--- src/rtl/tlul_host_arbiter_pkg.sv ---
// Shared constants and helpers for the M:1 host arbiter.
package tlul_host_arbiter_pkg;

  // Default outstanding-request bound used by crossbar instances.
  localparam int ARB_MAX_OUT = 4;

  // Host index width; a single host still needs one bit.
  function automatic int idx_w(input int m);
    return (m > 1) ? $clog2(m) : 1;
  endfunction

endpackage

--- src/rtl/tlul_pkg.sv ---
// Minimal TL-UL channel types shared by crossbar blocks.
package tlul_pkg;

  typedef struct packed {
    logic        a_valid;
    logic [2:0]  a_opcode;
    logic [2:0]  a_param;
    logic [1:0]  a_size;
    logic [7:0]  a_source;
    logic [31:0] a_address;
    logic [3:0]  a_mask;
    logic [31:0] a_data;
    logic        d_ready;
  } tl_h2d_t;

  typedef struct packed {
    logic        d_valid;
    logic [2:0]  d_opcode;
    logic [2:0]  d_param;
    logic [1:0]  d_size;
    logic [7:0]  d_source;
    logic        d_sink;
    logic [31:0] d_data;
    logic        d_error;
    logic        a_ready;
  } tl_d2h_t;

endpackage

--- src/rtl/tlul_arb_id_fifo.sv ---
// In-order FIFO of granted host indices, one entry per accepted request.
module tlul_arb_id_fifo #(
  parameter  int Depth = 4,
  parameter  int Width = 1,
  localparam int PtrW  = $clog2(Depth),
  localparam int CntW  = $clog2(Depth + 1)
) (
  input  logic             clk_i,
  input  logic             rst_ni,
  input  logic             push,
  input  logic [Width-1:0] wdata,
  input  logic             pop,
  output logic [Width-1:0] head,
  output logic             full,
  output logic             empty,
  output logic [CntW-1:0]  count
);

  logic [Width-1:0] mem [Depth];
  logic [PtrW-1:0]  wptr, rptr;
  logic             do_push, do_pop;

  assign full    = (count == CntW'(Depth));
  assign empty   = (count == '0);
  assign do_push = push & ~full;
  assign do_pop  = pop & ~empty;
  assign head    = mem[rptr];

  // Pointers wrap naturally since Depth is a power of two; count only moves on push xor pop.
  always_ff @(posedge clk_i) begin
    if (!rst_ni) begin
      wptr  <= '0;
      rptr  <= '0;
      count <= '0;
    end else begin
      if (do_push) wptr <= wptr + 1'b1;
      if (do_pop)  rptr <= rptr + 1'b1;
      if (do_push && !do_pop)      count <= count + 1'b1;
      else if (do_pop && !do_push) count <= count - 1'b1;
    end
  end

  // Storage needs no reset: entries are only read while count is non-zero.
  always_ff @(posedge clk_i) begin
    if (do_push) mem[wptr] <= wdata;
  end

endmodule

--- src/rtl/tlul_host_arbiter.sv ---
// M:1 TL-UL arbiter: round-robin A-channel grant held until accept,
// in-order D-channel routing through a host-index FIFO.
module tlul_host_arbiter
  import tlul_pkg::*;
  import tlul_host_arbiter_pkg::*;
#(
  parameter int M      = 2,
  parameter int MaxOut = ARB_MAX_OUT,
  parameter int IdxW   = idx_w(M),
  parameter int CntW   = $clog2(MaxOut + 1)
) (
  input  logic            clk_i,
  input  logic            rst_ni,
  input  tl_h2d_t         tl_h_i [M],
  output tl_d2h_t         tl_h_o [M],
  output tl_h2d_t         tl_d_o,
  input  tl_d2h_t         tl_d_i,
  output logic            idle_o,
  output logic            unexp_rsp_o,
  output logic [CntW-1:0] outstanding_o
);

  localparam logic [IdxW-1:0] LastIdx = IdxW'(M - 1);

  logic [IdxW-1:0] rr_ptr, lock_idx, gnt, head, cand;
  logic            lock, full, empty, accept, pop;
  int              s;

  // Grant: hold the locked host, else first valid host scanning from rr_ptr.
  always_comb begin
    gnt  = rr_ptr;
    s    = 0;
    cand = '0;
    if (lock) begin
      gnt = lock_idx;
    end else begin
      // Walk backwards so the nearest valid host to rr_ptr is assigned last.
      for (int k = M - 1; k >= 0; k--) begin
        s = int'(rr_ptr) + k;
        if (s >= M) s = s - M;
        cand = IdxW'(s);
        if (tl_h_i[cand].a_valid) gnt = cand;
      end
    end
  end

  // Steer the granted request down and the device response up to the FIFO head.
  always_comb begin
    tl_d_o         = tl_h_i[gnt];
    tl_d_o.a_valid = tl_h_i[gnt].a_valid & ~full;
    // With nothing outstanding, stray responses are sunk rather than stalled.
    tl_d_o.d_ready = empty ? 1'b1 : tl_h_i[head].d_ready;
    for (int i = 0; i < M; i++) begin
      tl_h_o[i]         = tl_d_i;
      tl_h_o[i].a_ready = 1'b0;
      tl_h_o[i].d_valid = 1'b0;
    end
    tl_h_o[gnt].a_ready = tl_d_i.a_ready & ~full;
    if (!empty) tl_h_o[head].d_valid = tl_d_i.d_valid;
  end

  assign accept      = tl_d_o.a_valid & tl_d_i.a_ready;
  assign pop         = tl_d_i.d_valid & tl_d_o.d_ready & ~empty;
  assign unexp_rsp_o = tl_d_i.d_valid & empty;
  assign idle_o      = ~lock & (outstanding_o == '0);

  // Advance round-robin on accept; lock the grant while a presented beat stalls.
  always_ff @(posedge clk_i) begin
    if (!rst_ni) begin
      rr_ptr   <= '0;
      lock     <= 1'b0;
      lock_idx <= '0;
    end else if (accept) begin
      rr_ptr <= (gnt == LastIdx) ? '0 : gnt + 1'b1;
      lock   <= 1'b0;
    end else if (tl_d_o.a_valid) begin
      lock     <= 1'b1;
      lock_idx <= gnt;
    end
  end

  tlul_arb_id_fifo #(
    .Depth (MaxOut),
    .Width (IdxW)
  ) u_id_fifo (
    .clk_i  (clk_i),
    .rst_ni (rst_ni),
    .push   (accept),
    .wdata  (gnt),
    .pop    (pop),
    .head   (head),
    .full   (full),
    .empty  (empty),
    .count  (outstanding_o)
  );

endmodule

--- config.mk ---
export PLATFORM = sky130hd
export DESIGN_NAME = tlul_host_arbiter
export DESIGN_NICKNAME = d
export VERILOG_FILES = /design/src/rtl/tlul_host_arbiter_pkg.sv /design/src/rtl/tlul_pkg.sv /design/src/rtl/tlul_arb_id_fifo.sv /design/src/rtl/tlul_host_arbiter.sv
export SDC_FILE = /design/constraint.sdc
export NUM_CORES = 1
export LEC_CHECK = 0
export BUFFER_PORTS_ARGS = -buffer_cell sky130_fd_sc_hd__buf_2
export CAP_MARGIN = 20
export CORE_AREA = 5 5 162 164
export DETAILED_ROUTE_END_ITERATION = 6
export DIE_AREA = 0 0 167 169
export PLACE_DENSITY = 0.41
export SKIP_LAST_GASP = 1
export SYNTH_ARGS = -nofsm -noshare
export SYNTH_HDL_FRONTEND = slang
export SYNTH_SLANG_ARGS = --single-unit
--- constraint.sdc ---
create_clock -name clk_i -period 2.3 [get_ports clk_i]
set_clock_uncertainty 0.05 [all_clocks]
set_input_delay 0.23 -clock clk_i [delete_from_list [all_inputs] [get_ports clk_i]]
set_output_delay 0.23 -clock clk_i [all_outputs]
set_load 0.005 [all_outputs]
==> out/metrics.csv <==
stage,metric,value,unit
finish,antenna_cells,0,
pwr,p_switching,896.8,µW
finish,nets,688,
sta,post-route-period-util,105.9,%
global_routing,use_met1,8.657,%
pwr,p_int,1.452,mW
synthesis,netlist_area,2605,µm²
die,die_w,167,µm
pwr,pwr-share-comb,68.1,%
sta,final_max_slew_viol_count,0,
sta,hold_violations,0,
worst_setup_path,start_kind,flip-flop,
worst_hold_path,worstHoldPathType,in -> reg,
global_routing,antenna_found_initial,0,
pwr,power.leakage,1.857,nW
synthesis,netlist.area_leader.share,36.31,%
finish,seq_area,362.8,µm²
pwr,swShare,38.18,%
die,dieArea,28220,µm²
job,maxCapViolCount,0,
synthesis,yosysWarnings,0,
drt,wl_per_cell,13.78,µm
placed_design,detailed_place_hpwl,9.856,mm
worst_setup_path,worstRegToRegCells,9,
synthesis,postSynthAreaPerCell,9.438,µm²
cts,cts_buffers,3,
sta,finalSetupViolations,2,
worst_setup_path,worstSetupStartpoint,u_id_fifo.mem[3],
die,die_h,169,µm
drt,drtIter0Drc,46,
synthesis,synth_edf_count,4,
synthesis,syn_inst,276,
global_routing,grt_max_degree,65,
pwr,power_frac_seq,17.7,%
cts,root_buffer,clkbuf_16,
cts,path_clk_slew,0.05,ns
worst_setup_path,ff2ff_setup_slack,-0.14,ns
cts,clk_latency,0.24,ns
synthesis,synth_ff_type,dfxtp_1,
worst_setup_path,critPathMaxFanout,2,
drt,drc_errors,0,
placed_design,port_buffers,270,
global_routing,grt_use_total,7.177,%
drt,wl,10.82,mm
placed_design,place.gp.congestion,0.8539,
drt,num_vias,2561,
die,core-area,24750,µm²
die,start_util,10.53,%
global_routing,overflow,0,
pwr,clkPwrFrac,14.3,%
worst_setup_path,required,2.42,ns
global_routing,grt_pass1_vias,2859,
synthesis,synthTopCellsByArea,"mux2_1 36%, buf_4 29%, dfxtp_1 9.2%, edfxtp_1 4.6%, ha_1 2.4%",
cts,clockBufferDepth,2,
global_routing,grt_pass1_wl,16.26,mm
worst_setup_path,crit_end,u_id_fifo.count[2],
sta,setup_slack,-0.1354,ns
global_routing,globalRoute.busiestLayer,met2,
worst_setup_path,arrival,2.56,ns
cts,clock_sinks,16,
finish,nFillCells,2829,
synthesis,synth_area_leader_cell,mux2_1,
synthesis,seq_area_frac_synth,13.83,%
drt,ant_nets,0,
synthesis,yosysUniqueCellTypes,34,
finish,multi_input_area,1428,µm²
run_status,violations,setup timing,
pwr,powerDensity,619.7,nW/µm²
worst_setup_path,crit_type,reg -> reg,
synthesis,synth_common_cells,"101 x buf_4, 84 x mux2_1, 12 x dfxtp_1, 12 x nor2_1, 6 x inv_1",
cts,cts_tree,built,
worst_setup_path,r2r_end,u_id_fifo.count[2],
sta,rsz0062_at_grt,yes,
die,rows,58,
finish,syn_to_final_growth,45.48,%
worst_setup_path,r2r_start,u_id_fifo.mem[3],
pwr,vdd_drop_max,0.2989,mV
finish,drive_gt1_share,66.81,%
placed_design,place_ws,-0.1942,ns
cts,htreeDepth,1,
sta,relSlewSlack,56.01,%
synthesis,async_reset_ff_share,0,%
die,io-pin-count,421,
synthesis,synth_fp_nets,508,
drt,first_pass_iters,4,
sta,worst_pin_slew,0.6584,ns
drt,vias_per_cell,3.262,
synthesis,ys_ff_latch,16,
run_status,status,finished with violations,
finish,final_area,3790,µm²
placed_design,placed_area,3681,µm²
global_routing,grtUsageMet2,11.57,%
global_routing,grtUsageMet3,3.153,%
worst_setup_path,cp-end-kind,flip-flop,
sta,finalCriticalPeriod,2.435,ns
synthesis,synth.most_common_cell,buf_4,
sta,timing.fmax,410.6,MHz
## final cells by class
class / count / share of cell area, %
sequential: 16 / 9.574
timing repair buffer: 285 / 38.96
tap: 330 / 10.89
clock buffer: 3 / 1.981
inverter: 8 / 0.8254
multi-input combinational: 142 / 37.67
clock inverter: 1 / 0.09904
## layout by cell type (no fill, tap or decap), drive strengths merged, types with 3 or more instances in the layout
cell type / instances
clkbuf: 3
ha: 5
a21oi: 5
o21ai: 4
mux2i: 5
inv: 6
clkinv: 3
edfxtp: 4
buf: 285
dfxtp: 12
nor2: 12
mux2: 84
nand2: 4
and2: 4
or3: 4
## layer usage
metal	vias up	wire length (µm)	share of wire (%)
li1	1201	-	-
met1	1142	4375	40
met2	171	4801	44
met3	45	1320	12
met4	2	274	2.5
met5	-	44	0.41
## metrics by stage
stage | cells | util [%] | power [mW] | hold slack (ns) | setup TNS (ns)
after floorplan | 276 | - | 1.411 | 0.3019 | -0.1325
after global placement | 779 | 14.88 | 2.017 | 0.4101 | -0.1649
after detailed placement | 779 | 14.88 | 2.014 | 0.4101 | -0.1968
after CTS | 785 | 15.26 | 2.381 | 0.1868 | -0.1769
after global routing | 785 | 15.32 | 2.568 | 0.2034 | -0.3596
final | 785 | 15.32 | 2.349 | 0.1872 | -0.1550
## worst max-delay path, cell delays in order, from the launching register on
cell and delay [ns]:
edfxtp_1 0.35, mux4_2 0.53, mux2i_4 0.20, or2_4 0.16
ha_4 0.13, inv_2 0.03, fa_2 0.32, xor2_1 0.15
or3_1 0.33, a21oi_2 0.12
## power by group through the flow
stage	sequential (mW)	clock, mW	combinational (mW)
detailed placement	0.421	0	1.59
global route	0.427	0.362	1.78
finish	0.415	0.335	1.60
CTS	0.418	0.346	1.62
global placement	0.419	0	1.60
floorplan	0.425	0	0.985
## cells by family after synthesis
family,count (synthesis),synth area share [%]
buffers and inverters,118,32.66
muxes,90,39.58
and+or+nand+nor,29,5.379
DFF,16,13.83
AOI/OAI and AO/OA,13,3.938
adders and majority gates,7,3.602
xor gates and xnor gates,3,1.009
## repair_timing
action / 4_1_cts / 5_1_grt
buffers inserted: 2 / 0
hold buffers: 0 / 0
pin swaps: 1 / 1
setup endpoints to repair: 31 / 4
gates resized for setup: 2 / 5
## worst min-delay path by stage
stage	startpoint	endpoint	slack, ns	cells past startpoint
2_1_floorplan	tl_h_i[85]	rr_ptr	0.30	1
3_3_place_gp	tl_d_i[48]	tl_h_o[100]	0.41	0
3_5_place_dp	tl_d_i[48]	tl_h_o[100]	0.41	0
4_1_cts	tl_d_i[0]	rr_ptr	0.19	2
5_1_grt	tl_d_i[0]	rr_ptr	0.20	2
6_report	tl_d_i[0]	rr_ptr	0.19	2
Power figures use the tool's default switching activity.
